==> config.mk <==
export PLATFORM = sky130hd
export DESIGN_NAME = ro_freq_meter_flat
export DESIGN_NICKNAME = d
export VERILOG_FILES = /design/src/rtl/ro_freq_meter_if.sv /design/src/rtl/ro_freq_meter.sv /design/src/flat_wrapper.sv
export SDC_FILE = /design/constraint.sdc
export NUM_CORES = 1
export LEC_CHECK = 0
export BUFFER_PORTS_ARGS = -buffer_cell sky130_fd_sc_hd__buf_2
export CELL_PAD_IN_SITES_DETAIL_PLACEMENT = 1
export CELL_PAD_IN_SITES_GLOBAL_PLACEMENT = 1
export CORE_MARGIN = 2
export CORE_UTILIZATION = 39
export DETAILED_ROUTE_END_ITERATION = 8
export PLACE_DENSITY_LB_ADDON = 0.1
export SYNTH_ARGS = -nofsm -noshare
export SYNTH_HDL_FRONTEND = slang
export SYNTH_SLANG_ARGS = --single-unit
==> constraint.sdc <==
create_clock -name clk -period 2 [get_ports clk]
set_clock_uncertainty 0.05 [all_clocks]
set_input_delay 0.4 -clock clk [delete_from_list [all_inputs] [get_ports clk]]
set_output_delay 0.4 -clock clk [all_outputs]
set_load 0.01 [all_outputs]
==> src/rtl/ro_freq_meter_if.sv <==
// ============================================================================
// ro_freq_meter_if : control and result handshake of the ring-oscillator meter
// Revision 1.0
// ============================================================================
`default_nettype none

interface ro_freq_meter_if #(
  parameter int CNT_W = 16
);
  logic             start;
  logic             abort;
  logic             busy;
  logic             result_valid;
  logic             result_ready;
  logic [CNT_W-1:0] count;
  logic             overflow;

  // master issues requests and consumes results; slave is the meter itself
  modport master (
    output start,
    output abort,
    output result_ready,
    input  busy,
    input  result_valid,
    input  count,
    input  overflow
  );

  modport slave (
    input  start,
    input  abort,
    input  result_ready,
    output busy,
    output result_valid,
    output count,
    output overflow
  );
endinterface

`default_nettype wire

==> src/rtl/ro_freq_meter.sv <==
// ============================================================================
// ro_freq_meter : enables a ring oscillator and counts its edges over a gate
// Revision 1.0
// ============================================================================
`default_nettype none

module ro_freq_meter #(
  parameter int CNT_W         = 16,
  parameter int GATE_CYCLES   = 1024,
  parameter int SETTLE_CYCLES = 16,
  parameter int SYNC_STAGES   = 2
) (
  input  wire             clk,
  input  wire             rst_n,
  input  wire             ro_out_i,
  output logic            ro_en_o,
  ro_freq_meter_if.slave  bus
);

  localparam int TMR_MAX = (GATE_CYCLES > SETTLE_CYCLES) ? GATE_CYCLES : SETTLE_CYCLES;
  localparam int TMR_W   = $clog2(TMR_MAX + 1);

  localparam logic [TMR_W-1:0] SETTLE_LAST = TMR_W'(SETTLE_CYCLES - 1);
  localparam logic [TMR_W-1:0] GATE_LAST   = TMR_W'(GATE_CYCLES - 1);
  localparam logic [CNT_W-1:0] CNT_MAX     = '1;

  typedef enum logic [1:0] {
    S_IDLE   = 2'd0,
    S_SETTLE = 2'd1,
    S_GATE   = 2'd2,
    S_DONE   = 2'd3
  } state_e;

  state_e                 state_q, state_d;
  logic [TMR_W-1:0]       timer_q, timer_d;
  logic [CNT_W-1:0]       count_q, count_d;
  logic                   ovf_q, ovf_d;
  logic [SYNC_STAGES-1:0] sync_q, sync_d;
  logic                   hist_q, hist_d;
  logic                   edge_det;

  // ro_out is asynchronous; it runs through the synchronizer in every state
  assign sync_d   = {sync_q[SYNC_STAGES-2:0], ro_out_i};
  assign hist_d   = sync_q[SYNC_STAGES-1];
  assign edge_det = sync_q[SYNC_STAGES-1] & ~hist_q;

  always_ff @(posedge clk or negedge rst_n) begin
    if (!rst_n) begin
      sync_q <= '0;
      hist_q <= 1'b0;
    end else begin
      sync_q <= sync_d;
      hist_q <= hist_d;
    end
  end

  always_ff @(posedge clk or negedge rst_n) begin
    if (!rst_n) begin
      state_q <= S_IDLE;
      timer_q <= '0;
      count_q <= '0;
      ovf_q   <= 1'b0;
    end else begin
      state_q <= state_d;
      timer_q <= timer_d;
      count_q <= count_d;
      ovf_q   <= ovf_d;
    end
  end

  always_comb begin
    state_d = state_q;
    timer_d = timer_q;
    count_d = count_q;
    ovf_d   = ovf_q;
    unique case (state_q)
      S_IDLE: begin
        if (bus.start) begin
          state_d = S_SETTLE;
          timer_d = '0;
          count_d = '0;
          ovf_d   = 1'b0;
        end
      end
      S_SETTLE: begin
        if (timer_q == SETTLE_LAST) begin
          state_d = S_GATE;
          timer_d = '0;
        end else begin
          timer_d = timer_q + 1'b1;
        end
      end
      S_GATE: begin
        // an edge arriving with the counter already full is lost: flag it
        if (edge_det) begin
          if (count_q == CNT_MAX) begin
            ovf_d = 1'b1;
          end else begin
            count_d = count_q + 1'b1;
          end
        end
        if (timer_q == GATE_LAST) begin
          state_d = S_DONE;
          timer_d = '0;
        end else begin
          timer_d = timer_q + 1'b1;
        end
      end
      S_DONE: begin
        if (bus.result_ready) begin
          state_d = S_IDLE;
        end
      end
      default: begin
        state_d = S_IDLE;
      end
    endcase
    // abort overrides both a pending handshake and any count update
    if (bus.abort && (state_q != S_IDLE)) begin
      state_d = S_IDLE;
      timer_d = '0;
      count_d = '0;
      ovf_d   = 1'b0;
    end
  end

  assign ro_en_o          = (state_q == S_SETTLE) || (state_q == S_GATE);
  assign bus.busy         = (state_q != S_IDLE);
  assign bus.result_valid = (state_q == S_DONE);
  assign bus.count        = count_q;
  assign bus.overflow     = ovf_q;

endmodule

`default_nettype wire

==> src/flat_wrapper.sv <==
// flat-port wrapper written by rule: the top's interface ports become plain ports
module ro_freq_meter_flat 
#(
  parameter int CNT_W         = 16,
  parameter int GATE_CYCLES   = 1024,
  parameter int SETTLE_CYCLES = 16,
  parameter int SYNC_STAGES   = 2
)
  (clk, rst_n, ro_out_i, ro_en_o, bus_start, bus_abort, bus_result_ready, bus_busy, bus_result_valid, bus_count, bus_overflow);
  ro_freq_meter_if #(.CNT_W(CNT_W)) bus_i ();
  input  wire clk;
  input  wire rst_n;
  input  wire ro_out_i;
  output logic ro_en_o;
  input wire logic [$bits(bus_i.start)-1:0] bus_start;
  input wire logic [$bits(bus_i.abort)-1:0] bus_abort;
  input wire logic [$bits(bus_i.result_ready)-1:0] bus_result_ready;
  output wire logic [$bits(bus_i.busy)-1:0] bus_busy;
  output wire logic [$bits(bus_i.result_valid)-1:0] bus_result_valid;
  output wire logic [$bits(bus_i.count)-1:0] bus_count;
  output wire logic [$bits(bus_i.overflow)-1:0] bus_overflow;
  assign bus_i.start = bus_start;
  assign bus_i.abort = bus_abort;
  assign bus_i.result_ready = bus_result_ready;
  assign bus_busy = bus_i.busy;
  assign bus_result_valid = bus_i.result_valid;
  assign bus_count = bus_i.count;
  assign bus_overflow = bus_i.overflow;
  ro_freq_meter #(.CNT_W(CNT_W), .GATE_CYCLES(GATE_CYCLES), .SETTLE_CYCLES(SETTLE_CYCLES), .SYNC_STAGES(SYNC_STAGES)) u_core (.clk(clk), .rst_n(rst_n), .ro_out_i(ro_out_i), .ro_en_o(ro_en_o), .bus(bus_i));
endmodule
======== Yosys cells after proc, flatten, opt, wreduce, memory -nomap -nowiden ========
Cells that the tools add are included.
Widths: inputs -> output; s select.
cells by class
  multipliers ............................. 0
  reductions and logical operators ........ 10
  magnitude comparators ................... 0
  shifts and indexed selects .............. 0
  mux-type cells .......................... 21
  bitwise operators ....................... 2
  divide/modulo/power cells ............... 0
  eq/ne operators ......................... 13
  add/subtract/negate cells ............... 2
operators with widths
  operator               number
  $mux 16                4
  $mux 11                4
  $pmux 11 s3            1
  $pmux 16 s2            1
  $add 16x1->16 const B  1
  $eq 16x16->1 const B   1
  $ne 3x1->1 const B     4
  $reduce_and 4->1       3
  $add 11x1->11 const B  1
  $eq 11x10->1 const B   1
  $eq 11x4->1 const B    1
  $mux 2                 5
  $pmux 2 s4             1
  $ne 3x2->1 const B     2
  $eq 2x2->1 const B     2
  $mux 1                 4
  $reduce_bool 4->1      1
  $ne 3x3->1 const B     1
  $reduce_bool 3->1      1
  $eq 2x1->1 const B     1
  $logic_not 2->1        1
  $pmux 1 s2             1
  $reduce_and 2->1       1
  $reduce_bool 2->1      1
  other kinds (4)        4
storage, ports and cells
  ROM bits ................................ 0
  memories ................................ 0
  bits in registers ....................... 33
  output and inout bits ................... 20
  memory bits (writable) .................. 0
  word-level logic and storage cells ...... 54
  bits in latches ......................... 0

======== Logic depth before layout (Yosys ltp) ========
Gate-level depths: netlist of the first run.
  depth after elaboration ................. 5
  mapped depth ............................ 8

======== Worst setup path before layout of the first run ========
OpenSTA, ideal clock, no wires.
  path kind ............................... flip-flop to flip-flop
  start ................................... register u_core.state_q[0]
  end ..................................... register u_core.count_q[3] (netlist: u_core.bus.count[3])
  required time ........................... 1872 ps
  stages on the path, launching flop included .. 9
  buffers on the path ..................... 1
  setup slack ............................. -58 ps
  setup time .............................. 78 ps
  period minus slack after synthesis ...... 2058 ps
  data arrival time ....................... 1930 ps
  path through ............................ dfrtp_1 > inv_1 > ha_1 > inv_1 > a31oi_1 > and2_1 > buf_2 > or4_1 > a21oi_1
between the ends
  longest elaborated chain between the ends .. 4
  elaborated cells between the ends (all ways) .. 11
RTL lines
  element                                              RTL line              text
  from (decl)                                          ro_freq_meter.sv:34   state_e state_q, state_d;
  from (signal assigned)                               ro_freq_meter.sv:64   state_q <= state_d;
  $reduce_bool 2->1 *                                  -
  via bus_busy                                         flat_wrapper.sv:18    output wire logic [$bits(bus_i.busy)-1:0] bus_busy;
  $logic_and 1x1->1 *                                  ro_freq_meter.sv:119  if (bus.abort && (state_q != S_IDLE)) begin
  $ne 3x3->1 (no source line) (tied with other cells)  -
  $reduce_and 4->1 (no source line)                    -
  to (signal assigned)                                 ro_freq_meter.sv:66   count_q <= count_d;
  to (decl)                                            ro_freq_meter.sv:36   logic [CNT_W-1:0] count_q, count_d;
The timed path passes the listed nets; every way through them passes the cells marked *.
A chain may end at the register's enable or synchronous reset.

======== Worst setup path in the final report of the first run ========
  start ................................... register u_core.state_q[1]
  end ..................................... register u_core.count_q[7] (netlist: u_core.bus.count[7])
between the ends
  longest elaborated chain between the ends .. 4
  elaborated cells between the ends (all ways) .. 11
RTL lines
  element                                              RTL line
  $reduce_bool 2->1                                    ro_freq_meter.sv:119
  $logic_and 1x1->1                                    ro_freq_meter.sv:119
  $ne 3x3->1 (no source line) (tied with other cells)  -
  $reduce_and 4->1 (no source line)                    -
Parallel ways exist; a longest one is shown, timed or not.

==> impl_table.tex, run 1 <==
\begin{tabular}{lr}
\hline
Metric & Value \\
\hline
\multicolumn{2}{l}{\textbf{Run status}} \\
Result of the run & complete, but fails checks \\
Failing checks & setup timing \\
\multicolumn{2}{l}{\textbf{Hold path}} \\
Type of the tightest min-delay check & primary input to async pin \\
\multicolumn{2}{l}{\textbf{Final layout}} \\
Signed area change from the synthesized netlist to the final layout & 37.9\% \\
Count of fill cells added during filler insertion & 587 \\
Layout cell share with drive strength beyond 1 & between 30 and 40\% \\
Final Util & around 57\% \\
Nets@finish & 310 \\
Antenna diode count & 0 \\
\multicolumn{2}{l}{\textbf{STA}} \\
Worst setup margin & -0.00156 ns \\
Fin crit share & 100\% \\
Period minus WS final & approximately 2 ns \\
Endpoints failing hold & 0 \\
Worst rel slew slack & 70.8\% \\
Number of setup violations in the final report & 1 \\
Fin. max-slew vios & 0 \\
Worst hold margin & 0.0788 ns \\
Setup repair after global routing missed its margin & true \\
Transition time of the tightest slew-check pin & 0.436 ns \\
Sum Neg Setup Slack & -0.00156 ns \\
Fmax & between 0.4 and 0.5 GHz \\
\multicolumn{2}{l}{\textbf{Synthesis}} \\
Yosys cell types & 47 \\
Sequential share of the synthesized area & 41.9\% \\
Gate Count Post-Synth & 221 \\
Number of storage elements in the synthesis netlist & 33 \\
Synthesized cell area & just under 2000 um2 \\
Yosys Warn Count & 0 \\
Cell types with the largest area share after synthesis & sky130\_fd\_sc\_hd\_\_dfrtp\_1 (42\%), sky130\_fd\_sc\_hd\_\_nand2\_1 (6.7\%), sky130\_fd\_sc\_hd\_\_ha\_1 (3.8\%) \\
Cell type contributing the most total cell area after synthesis & sky130\_fd\_sc\_hd\_\_dfrtp\_1 \\
Net count of the mapped netlist & around 230 \\
Area share of the largest cell type after synthesis & 41.9\% \\
Post-Synthesis Mean Instance Area & about 9 um2 \\
\multicolumn{2}{l}{\textbf{Global route}} \\
Overall global routing resource usage & 22.8\% \\
First-pass GRT wire length & 9770 um \\
Antenna violations before repair & 0 \\
Via count of the first global-routing pass & 2103 \\
Maximum number of pins on one net before global-route repair & 34 \\
Total global routing overflow & 0 \\
\multicolumn{2}{l}{\textbf{Clock tree}} \\
Maximum level of the CTS H-tree & 2 \\
Clock buffers created by TritonCTS & 5 \\
Clock insertion delay at the later pin of the skew report & 0.29 ns \\
Root buffer cell & sky130\_fd\_sc\_hd\_\_clkbuf\_8 \\
Hold-fix buffer count after cts & 0 \\
TritonCTS clock tree & yes \\
CTS sink count & 33 \\
Clock slew at the register clock pins of the worst setup and hold paths & 0.08 ns \\
Number of buffers on the longest clock path & 2 \\
\multicolumn{2}{l}{\textbf{Routing}} \\
Detailed-route wire length per cell & 16.5 um \\
Count of unresolved DRC violations after routing & 0 \\
Post-DR vias/cell & 5.56 \\
Overall via count from detail\_route & just over 2000 \\
Drt pass-1 iters & 4 \\
Total wire length after detailed routing & approximately 6000 um \\
Count of nets left with antenna violations after detail routing & 0 \\
DRC violation total after the first TritonRoute iteration & 83 \\
\multicolumn{2}{l}{\textbf{Worst setup path}} \\
Maximum fanout along the worst path & 7 \\
Critical path data required time & 2.17 ns \\
Arrival @ worst endpoint & 2.17 ns \\
Kind of critical path & register to register \\
Register-to-register setup slack & -0.002 ns \\
Startpoint types & register \\
CP Capture Type & register \\
\multicolumn{2}{l}{\textbf{Floorplan}} \\
Core box area & 4790 um2 \\
Full die area & 5640 um2 \\
Initial standard-cell utilization of the core & 41.2\% \\
Die X & 75.1 um \\
Chip height & 75.1 um \\
Row count & 25 \\
I/O pin total & 26 \\
\multicolumn{2}{l}{\textbf{Job}} \\
Max-cap viol count & 0 \\
\multicolumn{2}{l}{\textbf{Placed design}} \\
Placer's final routability congestion estimate & 0.767 \\
HPWL reported at the end of detailed placement & 4430 um \\
Input/output buffers & 25 \\
Worst Setup Slack post-DPL & -0.0741 ns \\
\multicolumn{2}{l}{\textbf{Pwr}} \\
P per Cell Area & 980 nW/um2 \\
Worst IR drop on VDD & 0.802 mV \\
Leak pwr & about 1.2 nW \\
\hline
\end{tabular}
[synthesized netlist by cell type (all sizes together)]
cell type,count
a21boi,1
a21o,2
a21oi,14
a221oi,1
a311oi,1
a31o,3
a31oi,6
a32o,1
and2,5
and3,1
and4,2
buf,1
clkbuf,4
dfrtp,33
ha,6
inv,8
mux2i,4
nand2,36
nand2b,2
nand3,16
nand3b,2
nand4,8
nand4b,1
nor2,14
nor2b,5
nor3,4
nor4,4
o211ai,2
o21a,1
o21ai,8
o22ai,2
o311ai,3
o31ai,6
o41ai,4
or3,4
or4,5
or4b,1
[per-layer routing]
layer	vias to the layer above	routed length (um)	track usage (%)
met1	1011	2530	27.4
met4	0	140	7.74
met3	13	129	3.35
met2	26	3230	41.5
met5	-	0	0
li1	986	-	-
[worst paths after layout]
path                       cells after the start             endpoint               from
min in group clk                               1     u_core.sync_q[0]           ro_out_i
max reg2reg                                    6  u_core.bus.count[7]  u_core.state_q[1]
max in group asynchronous                      2    u_core.state_q[1]              rst_n
min                                            2  u_core.bus.count[2]              rst_n
max                                            6  u_core.bus.count[7]  u_core.state_q[1]
min reg2reg                                    0     u_core.sync_q[1]   u_core.sync_q[0]
[cells in the final DEF, fill, tap and decap left out, types with 3 or more instances in the layout]
cell type                  instances
sky130_fd_sc_hd__a21oi_1           9
sky130_fd_sc_hd__a21oi_2           5
sky130_fd_sc_hd__a31o_2            3
sky130_fd_sc_hd__a31oi_1           5
sky130_fd_sc_hd__and2_1            3
sky130_fd_sc_hd__buf_2            25
sky130_fd_sc_hd__buf_4            50
sky130_fd_sc_hd__clkbuf_8          5
sky130_fd_sc_hd__dfrtp_1          32
sky130_fd_sc_hd__ha_1              4
sky130_fd_sc_hd__inv_1             5
sky130_fd_sc_hd__inv_2             3
sky130_fd_sc_hd__mux2i_1           4
sky130_fd_sc_hd__nand2_1          34
sky130_fd_sc_hd__nand3_1          15
sky130_fd_sc_hd__nand4_1           8
sky130_fd_sc_hd__nor2_1           13
sky130_fd_sc_hd__nor2b_1           4
sky130_fd_sc_hd__nor3_1            3
sky130_fd_sc_hd__nor4_1            4
sky130_fd_sc_hd__o21ai_0           6
sky130_fd_sc_hd__o31ai_1           5
sky130_fd_sc_hd__o41ai_1           4
sky130_fd_sc_hd__or3_1             4
sky130_fd_sc_hd__or4_4             3
[power by group]
group	total (W)	internal, W	switching (W)
Combinational	0.00141	0.000646	0.000769
Sequential	0.000746	0.000713	0.0000331
Clock	0.000505	0.000242	0.000263
Total	0.00266	0.00160	0.00107
[flip-flops by register name (all words and copies together), names as in the netlist]
name,count
u_core.bus.count,16
u_core.bus.overflow,1
u_core.hist_q,1
u_core.state_q,2
u_core.sync_q,2
u_core.timer_q,11
[cells by family after synthesis]
kind of cell             count (synthesis)  share of synthesized area [%]
AND/OR/NAND/NOR                        110                           29.6
AO/OA/AOI/OAI                           55                           20.1
flip-flops                              33                           41.9
buffers and inverters                   13                           2.60
adder cells (fa/ha/maj)                  6                           3.81
multiplexers                             4                           2.03
[worst max-delay path, stage by stage (launching register included)]
cell and delay (ns):
sky130_fd_sc_hd__dfrtp_2 0.45, sky130_fd_sc_hd__inv_2 0.10, sky130_fd_sc_hd__ha_4 0.18, sky130_fd_sc_hd__o211ai_1 0.20, sky130_fd_sc_hd__a21o_2 0.32, sky130_fd_sc_hd__or4_4 0.49
sky130_fd_sc_hd__a21oi_2 0.13
[cell type report]
class / count / area (um2) / area share, %
Multi-Input combinational cell: 175 / 1200 / 44.0
Sequential cell: 33 / 827 / 30.4
Timing Repair Buffer: 75 / 500 / 18.4
Tap cell: 67 / 83.8 / 3.08
Clock buffer: 6 / 72.6 / 2.67
Inverter: 8 / 30.0 / 1.10
Clock inverter: 2 / 10.0 / 0.368
[metrics by stage]
step | total power (W) | std cells | cell area, um2
after floorplan | 0.00143 | 221 | 1980
after global placement | 0.00195 | 353 | 2510
after detailed placement | 0.00198 | 353 | 2510
after CTS | 0.00255 | 362 | 2620
after global routing | 0.00283 | 366 | 2720
final | 0.00266 | 366 | 2720
[repair_timing]
item | 4_1_cts | 5_1_grt
resized for setup | 7 | 21
setup buffers | 1 | 4
setup endpoints to repair | 9 | 26
pin swaps | 2 | 10
Note: power is estimated with default switching activity, not from simulation.
==> inputs of run 2 (changes only) <==
- ABC_AREA: unset -> 1
- CORE_UTILIZATION: 39 -> 38
==> impl_table.tex, run 2 <==
\begin{tabular}{lr}
\hline
Metric & Value \\
\hline
\multicolumn{2}{l}{\textbf{Run status}} \\
Result of the run & finished, final reports clean \\
\multicolumn{2}{l}{\textbf{Synthesis}} \\
Number of storage elements in the synthesis netlist & 33 (unchanged) \\
Yosys Warn Count & 0 (unchanged) \\
Most numerous cell types in the synthesized netlist & sky130\_fd\_sc\_hd\_\_nand2\_1 (91), sky130\_fd\_sc\_hd\_\_inv\_1 (45), sky130\_fd\_sc\_hd\_\_nor2\_1 (42), sky130\_fd\_sc\_hd\_\_dfrtp\_1 (33), sky130\_fd\_sc\_hd\_\_nand3\_1 (19) \\
Synthesized cell area & 2270 um2 (+15\%) \\
Yosys cell types & 31 (-34\%) \\
Library cell with the highest instance count after synthesis & sky130\_fd\_sc\_hd\_\_nand2\_1 \\
Gate Count Post-Synth & 317 (+43\%) \\
Net count of the mapped netlist & 329 (+41\%) \\
Area share of the largest cell type after synthesis & 36.3\% (-5.5 points) \\
Primary flip-flop cell chosen by synthesis mapping & sky130\_fd\_sc\_hd\_\_dfrtp\_1 \\
Cell type contributing the most total cell area after synthesis & sky130\_fd\_sc\_hd\_\_dfrtp\_1 \\
Post-Synthesis Mean Instance Area & 7.17 um2 (-20\%) \\
Cell types with the largest area share after synthesis & sky130\_fd\_sc\_hd\_\_dfrtp\_1 (36\%), sky130\_fd\_sc\_hd\_\_nand2\_1 (15\%), sky130\_fd\_sc\_hd\_\_inv\_1 (7.4\%) \\
Async set-reset flop share out of synthesis & 100\% (unchanged) \\
Sequential share of the synthesized area & 36.3\% (-5.5 points) \\
Number of enable-type register cells in the synthesized netlist & 0 (unchanged) \\
\multicolumn{2}{l}{\textbf{STA}} \\
Fin crit share & 94.1\% (-6.0 points) \\
Fmax & 0.531 GHz (+6.4\%) \\
Period minus WS final & 1.88 ns (-0.120 ns) \\
Number of setup violations in the final report & 0 (-1) \\
Worst rel slew slack & 64.4\% (-6.5 points) \\
Transition time of the tightest slew-check pin & 0.530 ns (+0.0949 ns) \\
Sum Neg Setup Slack & 0 ns (+0.00156 ns) \\
Worst setup margin & 0.118 ns (+0.120 ns) \\
Endpoints failing hold & 0 (unchanged) \\
Fin. max-slew vios & 0 (unchanged) \\
\multicolumn{2}{l}{\textbf{Placed design}} \\
Worst Setup Slack post-DPL & -0.0417 ns (+0.0324 ns) \\
Placer's final routability congestion estimate & 0.813 (+6.0\%) \\
Input/output buffers & 25 (unchanged) \\
Cell Area, Placed & 2560 um2 (+2.2\%) \\
HPWL reported at the end of detailed placement & 4700 um (+6.0\%) \\
\multicolumn{2}{l}{\textbf{Final layout}} \\
Flip-flop count of the largest register after layout & 16 (unchanged) \\
Multi-input logic area & 1290 um2 (+7.5\%) \\
Layout cell share with drive strength beyond 1 & 22.2\% (-18 points) \\
Nets@finish & 371 (+20\%) \\
Count of fill cells added during filler insertion & 761 (+30\%) \\
Final Util & 46.4\% (-10 points) \\
Flip-flop and latch area & 826 um2 (-0.15\%) \\
Post-route cell area & 2720 um2 (-0.14\%) \\
Antenna diode count & 0 (unchanged) \\
Signed area change from the synthesized netlist to the final layout & 19.5\% \\
Most common cell after layout, fill and taps aside & sky130\_fd\_sc\_hd\_\_nand2\_1 \\
Leading cell types in the layout, fill and taps excluded & sky130\_fd\_sc\_hd\_\_nand2\_1 (90), sky130\_fd\_sc\_hd\_\_inv\_1 (44), sky130\_fd\_sc\_hd\_\_nor2\_1 (40) \\
\multicolumn{2}{l}{\textbf{Pwr}} \\
Worst IR drop on VDD & 0.655 mV (-18\%) \\
Leak pwr & 1.38 nW (+11\%) \\
P per Cell Area & 955 nW/um2 (-2.5\%) \\
Post-layout power & 0.00259 W (-2.7\%) \\
\multicolumn{2}{l}{\textbf{Global route}} \\
Via count of the first global-routing pass & 2162 (+2.8\%) \\
Overall global routing resource usage & 20.8\% (-2.1 points) \\
First-pass GRT wire length & 10600 um (+8.5\%) \\
Antenna violations before repair & 0 (unchanged) \\
Maximum number of pins on one net before global-route repair & 34 (unchanged) \\
Total global routing overflow & 0 (unchanged) \\
\multicolumn{2}{l}{\textbf{Job}} \\
Max-cap viol count & 0 (unchanged) \\
\multicolumn{2}{l}{\textbf{Worst setup path}} \\
Register-to-register setup slack & 0.12 ns (+0.12 ns) \\
Worst reg2reg path startpoint & u\_core.state\_q[1] \\
Maximum fanout along the worst path & 5 (-2) \\
Critical path data required time & 2.12 ns (-0.05 ns) \\
Arrival @ worst endpoint & 2.00 ns (-0.17 ns) \\
FF-to-FF path depth & 10 (+4) \\
Kind of critical path & register to register \\
Critical register-to-register path endpoint & u\_core.timer\_q[8] \\
Startpoint types & register \\
CP Capture Type & register \\
\multicolumn{2}{l}{\textbf{Floorplan}} \\
Row count & 28 (+12\%) \\
Initial standard-cell utilization of the core & 38.8\% (-2.4 points) \\
Chip height & 81.3 um (+8.3\%) \\
I/O pin total & 26 (unchanged) \\
Full die area & 6610 um2 (+17\%) \\
Die X & 81.3 um (+8.3\%) \\
Core box area & 5850 um2 (+22\%) \\
\multicolumn{2}{l}{\textbf{Clock tree}} \\
TritonCTS clock tree & yes \\
Number of buffers on the longest clock path & 2 (unchanged) \\
Clock slew at the register clock pins of the worst setup and hold paths & 0.07 ns (about the same) \\
Clock buffers created by TritonCTS & 5 (unchanged) \\
Root buffer cell & sky130\_fd\_sc\_hd\_\_clkbuf\_8 \\
Clock insertion delay at the later pin of the skew report & 0.29 ns (about the same) \\
Maximum level of the CTS H-tree & 2 (unchanged) \\
Hold-fix buffer count after cts & 0 (unchanged) \\
CTS sink count & 33 (unchanged) \\
\multicolumn{2}{l}{\textbf{Routing}} \\
Count of unresolved DRC violations after routing & 0 (unchanged) \\
Overall via count from detail\_route & 2154 (+5.8\%) \\
Count of nets left with antenna violations after detail routing & 0 (unchanged) \\
Drt pass-1 iters & 4 (unchanged) \\
Post-DR vias/cell & 4.95 (-11\%) \\
Total wire length after detailed routing & 6170 um (+2.4\%) \\
DRC violation total after the first TritonRoute iteration & 87 (+4.8\%) \\
Detailed-route wire length per cell & 14.2 um (-14\%) \\
\multicolumn{2}{l}{\textbf{Hold path}} \\
Type of the tightest min-delay check & primary input to async pin \\
\hline
\end{tabular}
[run 2: cell families (layout without fill, tap and decap cells)]
| family | after synthesis | count (layout) | synth area share [%] |
|---|---|---|---|
| flops | 33 | 33 | 36.3 |
| compound gates | 20 | 20 | 6.22 |
| simple gates | 200 | 200 | 42.6 |
| xor+xnor | 7 | 7 | 2.70 |
| fa+ha+maj | 6 | 6 | 3.30 |
| buf+inv | 51 | 94 | 8.87 |
[run 2: per-stage QoR]
| stage | hold slack (ns) | instances |
|---|---|---|
| 3_3_place_gp | 0.294 | 426 |
| 2_1_floorplan | 0.0544 | 317 |
| 3_5_place_dp | 0.287 | 426 |
| 4_1_cts | 0.111 | 434 |
| 6_report | 0.0954 | 435 |
| 5_1_grt | 0.140 | 435 |
[run 2: worst max-delay path by stage]
stage | from | to | slack (ns) | cells past startpoint
after floorplan | u_core.state_q[1] | u_core.bus.count[10] | 0.18 | 11
after global placement | u_core.state_q[1] | u_core.timer_q[9] | 0.06 | 10
after detailed placement | u_core.state_q[1] | u_core.timer_q[9] | -0.04 | 10
after CTS | u_core.state_q[1] | u_core.timer_q[8] | 0.02 | 10
after global routing | u_core.bus.count[0] | u_core.bus.count[12] | -0.01 | 7
final | u_core.state_q[1] | u_core.timer_q[8] | 0.12 | 10
[run 2: layer usage]
| metal | routed length (um) | GRT usage (%) |
|---|---|---|
| met5 | 0 | 0 |
| met4 | 61 | 5.08 |
| met3 | 218 | 3.56 |
| met2 | 2800 | 32.2 |
| met1 | 3090 | 29.9 |
[run 2: what timing repair did]
action,CTS,global route
buffers inserted,0,1
gates resized for setup,1,11
setup endpoints to repair,1,24
[run 2: final cells by class]
cell class | count | share of cell area (%)
Tap cell | 75 | 3.45
Multi-Input combinational cell | 233 | 47.4
Inverter | 47 | 6.59
Clock buffer | 7 | 3.55
Timing Repair Buffer | 39 | 8.48
Sequential cell | 33 | 30.4
Clock inverter | 1 | 0.184
[run 2: worst max-delay path: stages (launching register included)]
cell	delay, ns
sky130_fd_sc_hd__dfrtp_1	0.41
sky130_fd_sc_hd__inv_1	0.10
sky130_fd_sc_hd__ha_1	0.17
sky130_fd_sc_hd__inv_1	0.07
sky130_fd_sc_hd__or2_2	0.34
sky130_fd_sc_hd__nand2_4	0.13
sky130_fd_sc_hd__nor2_1	0.08
sky130_fd_sc_hd__nand2_1	0.13
sky130_fd_sc_hd__nor2_1	0.05
sky130_fd_sc_hd__o21ai_0	0.18
sky130_fd_sc_hd__nor2_1	0.07
[run 2: power breakdown]
| part | internal (W) | total [W] | leakage [nW] | switching, W |
|---|---|---|---|---|
| Combinational | 0.000395 | 0.00127 | 0.874 | 0.000871 |
| Sequential | 0.000715 | 0.000754 | 0.451 | 0.0000388 |
| Clock | 0.000312 | 0.000574 | 0.0542 | 0.000263 |
| Total | 0.00142 | 0.00259 | 1.38 | 0.00117 |
==> inputs of run 3 (changes only) <==
- SETUP_SLACK_MARGIN: unset -> 0.2
==> impl_table.tex, run 3 (same netlist as run 2, synthesis figures left out) <==
\begin{tabular}{lr}
\hline
Metric & Value \\
\hline
\multicolumn{2}{l}{\textbf{STA}} \\
Worst rel slew slack & 69.3\% (+5.0 points) \\
Worst setup margin & 0.250 ns (+0.132 ns) \\
Fin crit share & 87.5\% (-6.6 points) \\
Endpoints failing hold & 0 (unchanged) \\
Sum Neg Setup Slack & 0 ns (unchanged) \\
Number of setup violations in the final report & 0 (unchanged) \\
Fmax & 0.572 GHz (+7.5\%) \\
Fin. max-slew vios & 0 (unchanged) \\
Period minus WS final & 1.75 ns (-0.132 ns) \\
Setup repair after global routing missed its margin & true \\
Transition time of the tightest slew-check pin & 0.456 ns (-0.0740 ns) \\
\multicolumn{2}{l}{\textbf{Final layout}} \\
Layout cell share with drive strength beyond 1 & 27.4\% (+5.2 points) \\
Final Util & 49.6\% (+3.2 points) \\
Leading cell types in the layout, fill and taps excluded & sky130\_fd\_sc\_hd\_\_nand2\_1 (89), sky130\_fd\_sc\_hd\_\_inv\_1 (40), sky130\_fd\_sc\_hd\_\_nor2\_1 (37) \\
Count of fill cells added during filler insertion & 752 (-1.2\%) \\
Signed area change from the synthesized netlist to the final layout & 27.8\% \\
Most common cell after layout, fill and taps aside & sky130\_fd\_sc\_hd\_\_nand2\_1 \\
Multi-input logic area & 1420 um2 (+10\%) \\
Flip-flop count of the largest register after layout & 16 (unchanged) \\
Post-route non-filler standard cell count & 443 (+1.8\%) \\
Antenna diode count & 0 (unchanged) \\
Flip-flop and latch area & 828 um2 (+0.30\%) \\
Nets@finish & 379 (+2.2\%) \\
\multicolumn{2}{l}{\textbf{Worst setup path}} \\
Worst path top cell family by delay & simple AND/OR/NAND/NOR gates \\
Number of logic stages on the critical path including buffering & 11 (+1) \\
CP Capture Type & register \\
Maximum cell stage delay along the critical path & 0.44 ns (+0.03 ns) \\
Total buffers and inverters traversed by the critical path & 2 (unchanged) \\
Worst reg2reg path startpoint & u\_core.state\_q[1] \\
Maximum fanout along the worst path & 6 (+1) \\
Startpoint types & register \\
Critical path startpoint & u\_core.state\_q[1] \\
Critical path data required time & 2.18 ns (+0.06 ns) \\
Arrival @ worst endpoint & 1.93 ns (-0.07 ns) \\
Cell breakdown of the critical path & inv\_4 -> ha\_4 -> inv\_4 -> nand2\_4 -> nand2\_4 -> a21oi\_4 -> nor2\_8 -> nand2\_8 -> nor2\_4 -> nand3\_2 -> nand2\_1 \\
Max stage delay cell, worst path & sky130\_fd\_sc\_hd\_\_dfrtp\_2 \\
Kind of critical path & register to register \\
FF-to-FF path depth & 11 (+1) \\
\multicolumn{2}{l}{\textbf{Routing}} \\
Count of nets left with antenna violations after detail routing & 0 (unchanged) \\
Total wire length after detailed routing & 6690 um (+8.5\%) \\
Detailed-route wire length per cell & 15.1 um (+6.5\%) \\
Overall via count from detail\_route & 2204 (+2.3\%) \\
DRC violation total after the first TritonRoute iteration & 70 (-20\%) \\
Count of unresolved DRC violations after routing & 0 (unchanged) \\
Drt pass-1 iters & 4 (unchanged) \\
Post-DR vias/cell & 4.98 (+0.47\%) \\
\multicolumn{2}{l}{\textbf{Global route}} \\
Antenna violations before repair & 0 (unchanged) \\
Overall global routing resource usage & 21.2\% (+0.43 points) \\
First-pass GRT wire length & 10500 um (-1.2\%) \\
Total global routing overflow & 0 (unchanged) \\
Via count of the first global-routing pass & 2151 (-0.51\%) \\
Maximum number of pins on one net before global-route repair & 18 (-47\%) \\
\multicolumn{2}{l}{\textbf{Pwr}} \\
Post-layout power & 0.00301 W (+16\%) \\
Part of the total power dissipated in the clock network & 17.0\% (-5.1 points) \\
Sw Ratio & 47.1\% (+1.9 points) \\
Part of the power in combinational logic & 57.5\% (+8.7 points) \\
Leak pwr & 1.44 nW (+4.4\%) \\
Sequential share of power & 25.5\% (-3.6 points) \\
Worst IR drop on VDD & 0.606 mV (-7.4\%) \\
Switching power total & 0.00142 W (+21\%) \\
Internal cell power & 0.00159 W (+12\%) \\
P per Cell Area & 1040 nW/um2 (+8.5\%) \\
\multicolumn{2}{l}{\textbf{Floorplan}} \\
Row count & 28 (unchanged) \\
I/O pin total & 26 (unchanged) \\
Full die area & 6610 um2 (unchanged) \\
Chip height & 81.3 um (unchanged) \\
Die X & 81.3 um (unchanged) \\
Initial standard-cell utilization of the core & 38.8\% (unchanged) \\
Core box area & 5850 um2 (unchanged) \\
\multicolumn{2}{l}{\textbf{Clock tree}} \\
Clock slew at the register clock pins of the worst setup and hold paths & 0.07 ns (about the same) \\
Clock buffers created by TritonCTS & 5 (unchanged) \\
Maximum level of the CTS H-tree & 2 (unchanged) \\
CTS sink count & 33 (unchanged) \\
TritonCTS clock tree & yes \\
Number of buffers on the longest clock path & 2 (unchanged) \\
Root buffer cell & sky130\_fd\_sc\_hd\_\_clkbuf\_8 \\
Clock insertion delay at the later pin of the skew report & 0.29 ns (about the same) \\
\multicolumn{2}{l}{\textbf{Hold path}} \\
Type of the tightest min-delay check & primary input to async pin \\
\multicolumn{2}{l}{\textbf{Placed design}} \\
Number of placed instances with taps included & 426 (unchanged) \\
Input/output buffers & 25 (unchanged) \\
HPWL reported at the end of detailed placement & 4830 um (+2.8\%) \\
Placer's final routability congestion estimate & 0.820 (+0.89\%) \\
Worst Setup Slack post-DPL & 0.0145 ns (+0.0562 ns) \\
\multicolumn{2}{l}{\textbf{Run status}} \\
Result of the run & finished, final reports clean \\
\multicolumn{2}{l}{\textbf{Job}} \\
Max-cap viol count & 0 (unchanged) \\
\hline
\end{tabular}
-- run 3: cell type report --
cell class,count,area share (%)
inverters,47,6.25
clock buffers,8,2.76
multi-input cells,235,48.8
flip-flops and latches,33,28.5
repair buffers,45,10.5
well taps,75,3.23
-- run 3: repair_timing --
item	CTS	global route
hold buffers	0	0
endpoints found under the hold margin	0	0
setup buffers	3	4
resized for setup	7	33
cloned	1	1
endpoints found under the setup margin	27	28
pin swaps	2	10
-- run 3: per-stage QoR --
stage / hold slack (ns) / instance area, um2
after floorplan: 0.0544 / 2280
after global placement: 0.294 / 2590
after detailed placement: 0.289 / 2590
after CTS: 0.0141 / 2740
after global routing: 0.0292 / 2900
final: 0.00165 / 2900
-- run 3: power by group through the flow --
stage                     Combinational (W)  Sequential (W)  Clock (W)
final                               0.00173        0.000767   0.000513
after global routing                0.00188        0.000775   0.000553
after CTS                           0.00144        0.000759   0.000521
after detailed placement            0.00122        0.000780          0
after global placement              0.00119        0.000775          0
after floorplan                    0.000832        0.000772          0
-- run 3: routing by layer --
| metal | vias up | GRT usage (%) | part of all wire (%) |
|---|---|---|---|
| li1 | 1110 | - | - |
| met3 | 5 | 3.67 | 3.1 |
| met2 | 35 | 33.6 | 47 |
| met1 | 1054 | 29.7 | 49 |
| met5 | - | 0 | 0 |
| met4 | 0 | 5.59 | 1.0 |
-- run 3: worst register-to-register path, cell delays in order, from the launching register on --
cell and delay [ns]:
sky130_fd_sc_hd__dfrtp_2 0.44, sky130_fd_sc_hd__inv_4 0.06, sky130_fd_sc_hd__ha_4 0.18, sky130_fd_sc_hd__inv_4 0.07
sky130_fd_sc_hd__nand2_4 0.07, sky130_fd_sc_hd__nand2_4 0.09, sky130_fd_sc_hd__a21oi_4 0.05, sky130_fd_sc_hd__nor2_8 0.22
sky130_fd_sc_hd__nand2_8 0.13, sky130_fd_sc_hd__nor2_4 0.18, sky130_fd_sc_hd__nand3_2 0.08, sky130_fd_sc_hd__nand2_1 0.07
-- run 3: path summary, 6_finish.rpt --
| kind | end | slack [ns] |
|---|---|---|
| min reg2reg | u_core.sync_q[1] | 0.31 |
| max | u_core.bus.count[15] | 0.25 |
| max reg2reg | u_core.bus.count[15] | 0.25 |
| max in group asynchronous | u_core.state_q[1] | 1.44 |
| min in group clk | u_core.sync_q[0] | 0.16 |
| min | u_core.bus.count[3] | 0.002 |
